==> config.mk <==
export PLATFORM = sky130hd
export DESIGN_NAME = vga_pixel_arbiter
export DESIGN_NICKNAME = d
export VERILOG_FILES = /design/src/rtl/vga_pkg.sv /design/src/rtl/pixel_fifo.sv /design/src/rtl/vga_pixel_arbiter.sv
export SDC_FILE = /design/constraint.sdc
export NUM_CORES = 1
export LEC_CHECK = 0
export CAP_MARGIN = 10
export CORE_ASPECT_RATIO = 1.1
export CORE_UTILIZATION = 60
export CTS_BUF_LIST = sky130_fd_sc_hd__clkbuf_2
export CTS_CLUSTER_SIZE = 40
export DETAILED_ROUTE_END_ITERATION = 16
export PLACE_DENSITY_LB_ADDON = 0.1
export SYNTH_ARGS = -nofsm -noshare
export SYNTH_HDL_FRONTEND = slang
export SYNTH_HIERARCHICAL = 1
export SYNTH_SLANG_ARGS = --single-unit
==> constraint.sdc <==
create_clock -name clk -period 8.8 [get_ports clk]
set_input_delay 1.76 -clock clk [delete_from_list [all_inputs] [get_ports clk]]
set_output_delay 1.76 -clock clk [all_outputs]
set_load 0.03 [all_outputs]
==> src/rtl/vga_pkg.sv <==
// Shared screen geometry, pixel payload and clip test for the VGA pixel arbiter.
package vga_pkg;

    localparam int unsigned VGA_W    = 160;
    localparam int unsigned VGA_H    = 120;
    localparam int unsigned X_W      = 8;
    localparam int unsigned Y_W      = 7;
    localparam int unsigned COLOUR_W = 9;

    typedef struct packed {
        logic [X_W-1:0]      x;
        logic [Y_W-1:0]      y;
        logic [COLOUR_W-1:0] colour;
    } pixel_t;

    // High when the pixel lies outside the visible 160x120 area.
    function automatic logic clip(input pixel_t p);
        return (p.x >= X_W'(VGA_W)) || (p.y >= Y_W'(VGA_H));
    endfunction

endpackage

==> src/rtl/pixel_fifo.sv <==
// Per-source pixel FIFO: registered count, wrapping pointers, no bypass.
module pixel_fifo
    import vga_pkg::*;
#(
    parameter int unsigned DEPTH = 4,
    parameter type         T     = pixel_t,
    localparam int unsigned AW   = (DEPTH > 1) ? $clog2(DEPTH) : 1,
    localparam int unsigned CW   = AW + 1
) (
    input  logic          clk,
    input  logic          reset,
    input  logic          push,
    input  logic          pop,
    input  T              din,
    output T              dout,
    output logic          full,
    output logic          empty,
    output logic [CW-1:0] count
);

    T              mem_q [DEPTH];
    logic [AW-1:0] wr_ptr_q, rd_ptr_q;
    logic [CW-1:0] count_q, count_d;
    logic          do_push, do_pop;

    assign full    = (count_q == CW'(DEPTH));
    assign empty   = (count_q == '0);
    assign count   = count_q;
    assign do_push = push & ~full;
    assign do_pop  = pop & ~empty;
    assign dout    = mem_q[rd_ptr_q];

    always_comb begin
        count_d = count_q;
        case ({do_push, do_pop})
            2'b10:   count_d = count_q + CW'(1);
            2'b01:   count_d = count_q - CW'(1);
            default: count_d = count_q;
        endcase
    end

    always_ff @(posedge clk or posedge reset) begin
        if (reset) begin
            wr_ptr_q <= '0;
            rd_ptr_q <= '0;
            count_q  <= '0;
        end else begin
            if (do_push) wr_ptr_q <= wr_ptr_q + AW'(1);
            if (do_pop)  rd_ptr_q <= rd_ptr_q + AW'(1);
            count_q <= count_d;
        end
    end

    // Storage carries no reset; validity is tracked by count_q alone.
    always_ff @(posedge clk) begin
        if (do_push) mem_q[wr_ptr_q] <= din;
    end

endmodule

==> src/rtl/vga_pixel_arbiter.sv <==
// Round-robin merge of per-source pixel FIFOs onto the single VGA adapter port.
module vga_pixel_arbiter #(
    parameter int unsigned NUM_SRC    = 4,
    parameter int unsigned FIFO_DEPTH = 4,
    parameter int unsigned X_W        = vga_pkg::X_W,
    parameter int unsigned Y_W        = vga_pkg::Y_W,
    parameter int unsigned COLOUR_W   = vga_pkg::COLOUR_W,
    localparam int unsigned SW        = (NUM_SRC > 1) ? $clog2(NUM_SRC) : 1
) (
    input  logic                          clk,
    input  logic                          reset,
    input  logic [NUM_SRC-1:0]            src_valid,
    output logic [NUM_SRC-1:0]            src_ready,
    input  logic [NUM_SRC*(X_W+Y_W)-1:0]  src_coords,
    input  logic [NUM_SRC*COLOUR_W-1:0]   src_colour,
    output logic [X_W-1:0]                vga_x,
    output logic [Y_W-1:0]                vga_y,
    output logic [COLOUR_W-1:0]           vga_colour,
    output logic                          vga_plot,
    output logic [SW-1:0]                 vga_grant_src,
    output logic [7:0]                    clip_count,
    output logic                          busy
);
    import vga_pkg::*;

    localparam int unsigned CW   = $clog2(FIFO_DEPTH) + 1;
    localparam int unsigned XY_W = X_W + Y_W;

    pixel_t               fifo_din  [NUM_SRC];
    pixel_t               fifo_dout [NUM_SRC];
    logic [CW-1:0]        fifo_count[NUM_SRC];
    logic [NUM_SRC-1:0]   fifo_full, fifo_empty, fifo_push, fifo_pop;

    logic [SW-1:0]        rr_last_q, rr_last_d;
    logic [SW-1:0]        grant_idx;
    logic                 grant_valid;
    pixel_t               head;
    logic                 head_clip;

    logic [X_W-1:0]       vga_x_q, vga_x_d;
    logic [Y_W-1:0]       vga_y_q, vga_y_d;
    logic [COLOUR_W-1:0]  vga_colour_q, vga_colour_d;
    logic [SW-1:0]        grant_src_q, grant_src_d;
    logic                 plot_q, plot_d;
    logic [7:0]           clip_count_q, clip_count_d;
    logic                 busy_q, busy_d;

    for (genvar i = 0; i < NUM_SRC; i++) begin : g_src
        assign fifo_din[i]  = {src_coords[i*XY_W +: XY_W], src_colour[i*COLOUR_W +: COLOUR_W]};
        assign src_ready[i] = (fifo_count[i] != CW'(FIFO_DEPTH));
        assign fifo_push[i] = src_valid[i] & ~fifo_full[i];
        assign fifo_pop[i]  = grant_valid && (grant_idx == SW'(i));

        pixel_fifo #(
            .DEPTH (FIFO_DEPTH),
            .T     (pixel_t)
        ) u_fifo (
            .clk   (clk),
            .reset (reset),
            .push  (fifo_push[i]),
            .pop   (fifo_pop[i]),
            .din   (fifo_din[i]),
            .dout  (fifo_dout[i]),
            .full  (fifo_full[i]),
            .empty (fifo_empty[i]),
            .count (fifo_count[i])
        );
    end

    // First non-empty FIFO scanning upward from the one after the last grant.
    always_comb begin
        logic [SW-1:0] cand;
        grant_valid = 1'b0;
        grant_idx   = rr_last_q;
        cand        = '0;
        for (int k = 1; k <= int'(NUM_SRC); k++) begin
            cand = SW'((int'(rr_last_q) + k) % int'(NUM_SRC));
            if (!grant_valid && !fifo_empty[cand]) begin
                grant_valid = 1'b1;
                grant_idx   = cand;
            end
        end
    end

    assign head      = fifo_dout[grant_idx];
    assign head_clip = clip(head);

    always_comb begin
        rr_last_d    = grant_valid ? grant_idx : rr_last_q;
        plot_d       = grant_valid && !head_clip;
        vga_x_d      = vga_x_q;
        vga_y_d      = vga_y_q;
        vga_colour_d = vga_colour_q;
        grant_src_d  = grant_src_q;
        clip_count_d = clip_count_q;
        busy_d       = (~&fifo_empty) | plot_q;
        if (plot_d) begin
            vga_x_d      = head.x;
            vga_y_d      = head.y;
            vga_colour_d = head.colour;
            grant_src_d  = grant_idx;
        end
        if (grant_valid && head_clip && (clip_count_q != 8'hFF)) begin
            clip_count_d = clip_count_q + 8'd1;
        end
    end

    always_ff @(posedge clk or posedge reset) begin
        if (reset) begin
            rr_last_q    <= SW'(NUM_SRC - 1);
            vga_x_q      <= '0;
            vga_y_q      <= '0;
            vga_colour_q <= '0;
            grant_src_q  <= '0;
            plot_q       <= 1'b0;
            clip_count_q <= '0;
            busy_q       <= 1'b0;
        end else begin
            rr_last_q    <= rr_last_d;
            vga_x_q      <= vga_x_d;
            vga_y_q      <= vga_y_d;
            vga_colour_q <= vga_colour_d;
            grant_src_q  <= grant_src_d;
            plot_q       <= plot_d;
            clip_count_q <= clip_count_d;
            busy_q       <= busy_d;
        end
    end

    assign vga_x         = vga_x_q;
    assign vga_y         = vga_y_q;
    assign vga_colour    = vga_colour_q;
    assign vga_plot      = plot_q;
    assign vga_grant_src = grant_src_q;
    assign clip_count    = clip_count_q;
    assign busy          = busy_q;

endmodule

==> results of run 1 <==
-- report_power, final --
group | internal, uW | total, uW | switching, uW | leakage (uW)
Combinational | 1390 | 3430 | 2040 | 0.00257
Sequential | 2910 | 3170 | 259 | 0.00429
Clock | 448 | 1200 | 753 | 0.000669
-- Yosys cell counts, types with 5 or more instances --
cell        n  area, sq um
mux2_4      5         75.1
buf_12      8          160
mux4_1     24          631
nor2_1     12         45.0
o21ai_0    19         95.1
edfxtp_1  384        11500
nor2b_1     6         37.5
xor2_1     13          114
buf_2      15         75.1
a21oi_1    41          205
buf_1       6         22.5
and2_1     19          119
dfrtp_1    64         1600
mux2i_1     7         70.1
nand2_1   134          503
and3_1      6         37.5
inv_1      30          113
mux2_2      9          101
ha_1       21          263
buf_6       7         78.8
xnor2_1    16          140
mux4_2     72         1620
-- registers in the layout, summed over array words and instances (netlist names) --
| register | flops |
|---|---|
| busy | 1 |
| clip_count | 8 |
| g_src.u_fifo/count | 12 |
| g_src.u_fifo/mem_q | 384 |
| g_src.u_fifo/rd_ptr_q | 8 |
| g_src.u_fifo/wr_ptr_q | 8 |
| rr_last_q | 2 |
| vga_colour | 9 |
| vga_grant_src | 2 |
| vga_plot | 1 |
| vga_x | 8 |
| vga_y | 7 |
-- worst min-delay path by stage --
stage / start / endpoint / slack [ps] / cells after the start
2_1_floorplan: g_src[0].u_fifo/count[2] / g_src[0].u_fifo/count[2] / 490 / 1
3_3_place_gp: vga_x[4] / vga_x[4] / 460 / 2
3_5_place_dp: vga_plot / busy / 470 / 1
4_1_cts: vga_x[4] / vga_x[4] / 500 / 2
5_1_grt: vga_x[4] / vga_x[4] / 520 / 2
6_report: vga_x[4] / vga_x[4] / 490 / 2
-- cells by family (layout without fill, tap and decap cells) --
| group | Yosys count | count (layout) |
|---|---|---|
| buffers and inverters | 75 | 368 |
| XOR/XNOR | 29 | 29 |
| flip-flops | 450 | 450 |
| AND/OR/NAND/NOR | 205 | 205 |
| AO/OA/AOI/OAI | 74 | 74 |
| other | 0 | 1 |
| multiplexers | 118 | 118 |
| adder cells (fa/ha/maj) | 25 | 25 |
-- per-stage QoR --
stage / cell area (sq um) / power (uW) / setup WS, ps / hold slack [ps]
after floorplan: 18200 / 5740 / 5410 / 494
after global placement: 19900 / 6580 / 4940 / 464
after detailed placement: 19900 / 6660 / 4860 / 472
after CTS: 20800 / 7880 / 4670 / 498
after global routing: 20800 / 8260 / 4480 / 516
final: 20800 / 7800 / 4750 / 489
-- final cells by class --
type | count | area, sq um
sequential | 450 | 13200
fill | 1975 | 8960
multi-input combinational | 451 | 4560
timing repair buffer | 166 | 1600
clock buffer | 150 | 751
tap | 374 | 468
inverter | 31 | 121
clock inverter | 21 | 81.3
antenna | 1 | 2.50
-- worst min-delay path, stage by stage (launching register included) --
cell     delay [ps]
dfrtp_1         360
nand2_1          40
o21ai_0          60
-- routing by layer --
| layer | wire length, microns | track usage | vias up |
|---|---|---|---|
| met5 | 0 | 0 | - |
| met4 | 720 | 0.0855 | 0 |
| met3 | 2940 | 0.0630 | 42 |
| met2 | 18100 | 0.379 | 397 |
| met1 | 15500 | 0.347 | 4751 |
| li1 | - | - | 4279 |
==> results.ini, run 1 <==
[yosys]
synth_edf_count = 384
seq_area_frac_synth = 0.723
synth_top_family_by_area = multiplexers
syn_nets = 1103
synthesis.area_sq_mm = 0.0182
synth_top_flop_cell = edfxtp_1
synth-xor-area-share = 0.0139
synthSimpleGateAreaFrac = 0.0540
yosysWarnings = 6
synthDistinctLibCells = 49
synth_fa_ha_area_frac = 0.0188
async_flop_share = 0.147
ys_ff_latch = 450
syn_area_per_cell_sq_um = 18.7
synth_cells = 976
synth_compound_gate_area_share = 0.0249
synth_mux_area_frac = 0.138

[sta]
max_slew.worst_pin.slew_ps = 1060
final.setup_skew_ps = 97.0
hold_violations = 0
rsz0062_at_grt = no
tns_ps = 0
fmax_mhz = 247
drv_slew = 0
setup-violations-final = 0
min_period_over_period = 0.460
fin_crit_ps = 4050
max_slew_margin = 0.295

[setup_path]
worst-path-buf-inv = 1
worst_path_max_delay_cell = clkdlybuf4s50_1
crit_cells = 3
critPathMaxFanout = 6
arrival_ps = 2290
r2r_setup_slack_ps = 4770
worstReg2RegStart = g_src[2].u_fifo/count[0]
cp_slowest_stage_delay_ps = 690
crit_path_end = src_ready[1]
crit_type = register to output pin
r2r-end = g_src[3].u_fifo/count[2]
path_delay_family = buffers and inverters
rr_worst_depth = 13
required_ps = 7040
cp-startpoint = g_src[1].u_fifo/count[0]
startpoint_type = register
cp_cell_sequence = nor2_1 -> nand2_1 -> clkdlybuf4s50_1
endpoint_kind = output pin

[cts]
clk_latency_ps = 940
cts_buffers = 105
cts_root_buf = clkbuf_2
cts_resized = 0
cts_buffer_depth = 3
cts_tree = built
clock-sinks = 450
cts_htree_levels = 3
path_clk_slew_ps = 100
hold_buffers = 0
post_cts_buffers = 0

[final_layout]
finalNonFillerCells = 1644
layout_commonest_cell = edfxtp_1
syn2layout_area_growth_pct = 13.8
layout_common_cells = edfxtp_1, clkbuf_2, clkdlybuf4s50_1
final_core_util = 0.698
drive_gt1_frac = 0.229
fin_nets = 1332

[min_path]
hp-class = register to register

[pwr]
power.density_cell_area_mw_per_mm2 = 376
leakagePower_uw = 0.00754
vdd_ir_drop_max_mv = 0.293

[grt]
grt_max_degree = 53
grt_pass1_vias = 9512
grt_usage = 0.246
antenna_found_initial = 1
grt_overflow = 0
grt_pass1_wl_microns = 55400

[floorplanning]
die_h_microns = 185
rows = 66
die_w_microns = 168
dieArea_sq_mm = 0.0311
ios = 142
core-area_sq_mm = 0.0297
initial_core_util = 0.614

[place]
port_buffers = 141
gp_congestion = 0.841
dp_cells = 1472
hpwl_microns = 24800

[detailed_routing]
wl_per_cell_microns = 22.6
dr.pass1.iters = 6
finalWirelength_microns = 37200
drc = 0
ant_nets = 0
via_per_inst = 5.76
vias = 9469
drt_iter0_markers = 893

[status]
status = complete, no violations

[flow_run]
maxCapViolations = 0

Power figures use the tool's default switching activity.
==> inputs of run 2 (changes only) <==
- CORE_UTILIZATION: 60 -> 55
- clock period: 8.8 -> 3.3 ns (I/O delays scaled with it)
==> run 2 against run 1 <==
Effect of this change: clock-buffer cell count grew 3; critical path depth rose by 1; highest routed layer unchanged; via count up 0.78%; first-iteration DRC count fell by 13%; sequential share of layout area shrank 1.4 points; critical endpoint is now src_ready[0].
==> results.ini, run 2 (synthesized netlist as in run 1, its figures left out) <==
[cts]
cts_tree = built
cts_root_buf = clkbuf_2
hold_buffers = 0  ; unchanged
cts_buffers = 103  ; -1.9%
clock-sinks = 450  ; unchanged
cts_htree_levels = 3  ; unchanged
path_clk_slew_ps = 110  ; about the same
clk_latency_ps = 980  ; +40 ps
cts_buffer_depth = 3  ; unchanged

[sta]
drv_slew = 0  ; unchanged
max_slew_margin = 0.496  ; +0.201
rsz0062_at_grt = no
fin_crit_ps = 3120
setup-violations-final = 0  ; unchanged
final.setup_skew_ps = 53.2  ; -43.8 ps
fmax_mhz = 321
max_slew.worst_pin.slew_ps = 752  ; -306 ps
tns_ps = 0  ; unchanged
min_period_over_period = 0.944
setup_ws_ps = 184  ; -4570 ps
hold_violations = 0  ; unchanged

[status]
status = complete, no violations

[detailed_routing]
drc = 0  ; unchanged
wl_per_cell_microns = 21.9  ; -2.9%
ant_nets = 0  ; unchanged
drt_iter0_markers = 776  ; -13%
via_per_inst = 5.44  ; -5.5%
finalWirelength_microns = 38500  ; +3.5%
vias = 9543  ; +0.78%
dr.pass1.iters = 5  ; -1

[floorplanning]
die_h_microns = 193  ; +4.4%
rows = 69  ; +4.5%
die_w_microns = 176  ; +4.4%
initial_core_util = 0.562  ; -0.0516
dieArea_sq_mm = 0.0339  ; +9.0%
core-area_sq_mm = 0.0325  ; +9.2%
ios = 142  ; unchanged

[pwr]
swShare = 0.392  ; +0.000712
power.switching_uw = 8490  ; +180%
leakagePower_uw = 0.00777  ; +3.0%
seq_power_share = 0.396  ; -0.010
power.density_cell_area_mw_per_mm2 = 1020  ; +170%
combPwrFrac = 0.446  ; +0.006
p_int_uw = 13100  ; +180%
clockPowerShare = 0.158  ; +0.004
vdd_ir_drop_max_mv = 0.646  ; +120%

[setup_path]
required_ps = 2640  ; -4400 ps
startpoint_type = register
r2r-end = g_src[3].u_fifo/count[2]
r2r_setup_slack_ps = 250  ; -4520 ps
arrival_ps = 2460  ; +170 ps
worstReg2RegStart = g_src[1].u_fifo/count[0]
cp-startpoint = g_src[0].u_fifo/count[0]
critPathMaxFanout = 5  ; -1
crit_type = register to output pin
endpoint_kind = output pin
rr_worst_depth = 13  ; unchanged

[grt]
antenna_found_initial = 2  ; +1
grt_max_degree = 34  ; -36%
grt_pass1_vias = 9661  ; +1.6%
grt_usage = 0.233  ; -0.0126
grt_pass1_wl_microns = 56900  ; +2.7%
grt_overflow = 0  ; unchanged

[final_layout]
largest_register_ffs = 384  ; unchanged
final_core_util = 0.654  ; -0.0440
drive_gt1_frac = 0.251  ; +0.0228
layout_commonest_cell = edfxtp_1
syn2layout_area_growth_pct = 16.5
finalNonFillerCells = 1753  ; +6.6%
layout_common_cells = edfxtp_1, clkbuf_2, clkdlybuf4s50_1
fin_nets = 1362  ; +2.3%
regMostFlops = g_src.u_fifo/mem_q

[place]
dp_cells = 1551  ; +5.4%
port_buffers = 141  ; unchanged
gp_congestion = 0.845  ; +0.51%
post-place-ws_ps = 116  ; -4740 ps
hpwl_microns = 26300  ; +6.0%

[min_path]
hp-class = input pin to async pin

[flow_run]
maxCapViolations = 0  ; unchanged

-- run 2: changes by cell type in the layout (fill, tap and decap cells not counted), sizes merged --
cell	delta
clkbuf	+3
diode	+5
clkinv	+17
inv	-1
bufinv	+1
buf	+32
-- run 2: worst max path at each step --
stage	to	slack, ps
after global routing	g_src[1].u_fifo/count[2]	30
after detailed placement	vga_y[0]	120
final	src_ready[0]	180
after global placement	g_src[1].u_fifo/count[2]	240
after CTS	vga_y[0]	100
after floorplan	g_src[3].u_fifo/count[2]	10
-- run 2: stage by stage --
stage          hold WS (ps)  area, sq um  power (uW)
2_1_floorplan           463        18200       15300
3_3_place_gp            471        20200       18100
3_5_place_dp            478        20200       18300
4_1_cts                 162        21200       21700
5_1_grt                 152        21200       22900
6_report                237        21200       21600
-- run 2: final cells by class --
type	instances	area, sq um
Multi-Input combinational cell	451	4580
Tap cell	426	533
Sequential cell	450	13200
Timing Repair Buffer	198	1860
Fill cell	2387	11200
Clock inverter	38	175
Clock buffer	153	766
Inverter	31	124
Antenna cell	6	15.0
-- run 2: critical path, cell delays in order (launching register included) --
cell             delay [ps]
dfrtp_1                 410
buf_4                   170
nor2_1                   40
nand2_1                 150
clkdlybuf4s50_1         690
-- run 2: metal layers --
metal	part of all wire	global-route usage	vias up
met5	0	0	-
met2	0.47	0.353	324
met1	0.45	0.342	4805
met4	0.017	0.0789	0
met3	0.063	0.0490	45
li1	-	-	4369
-- run 2: power groups by stage --
stage / clock network, uW / logic [uW] / registers [uW]
detailed placement: 0 / 9590 / 8690
global route: 3800 / 10400 / 8710
global placement: 0 / 9440 / 8640
CTS: 3530 / 9620 / 8560
finish: 3410 / 9650 / 8570
floorplan: 0 / 6650 / 8660
-- run 2: repair_timing --
action | 4_1_cts | 5_1_grt
setup endpoints to repair | 0 | 16
setup buffers | 0 | 5
resized for setup | 0 | 5
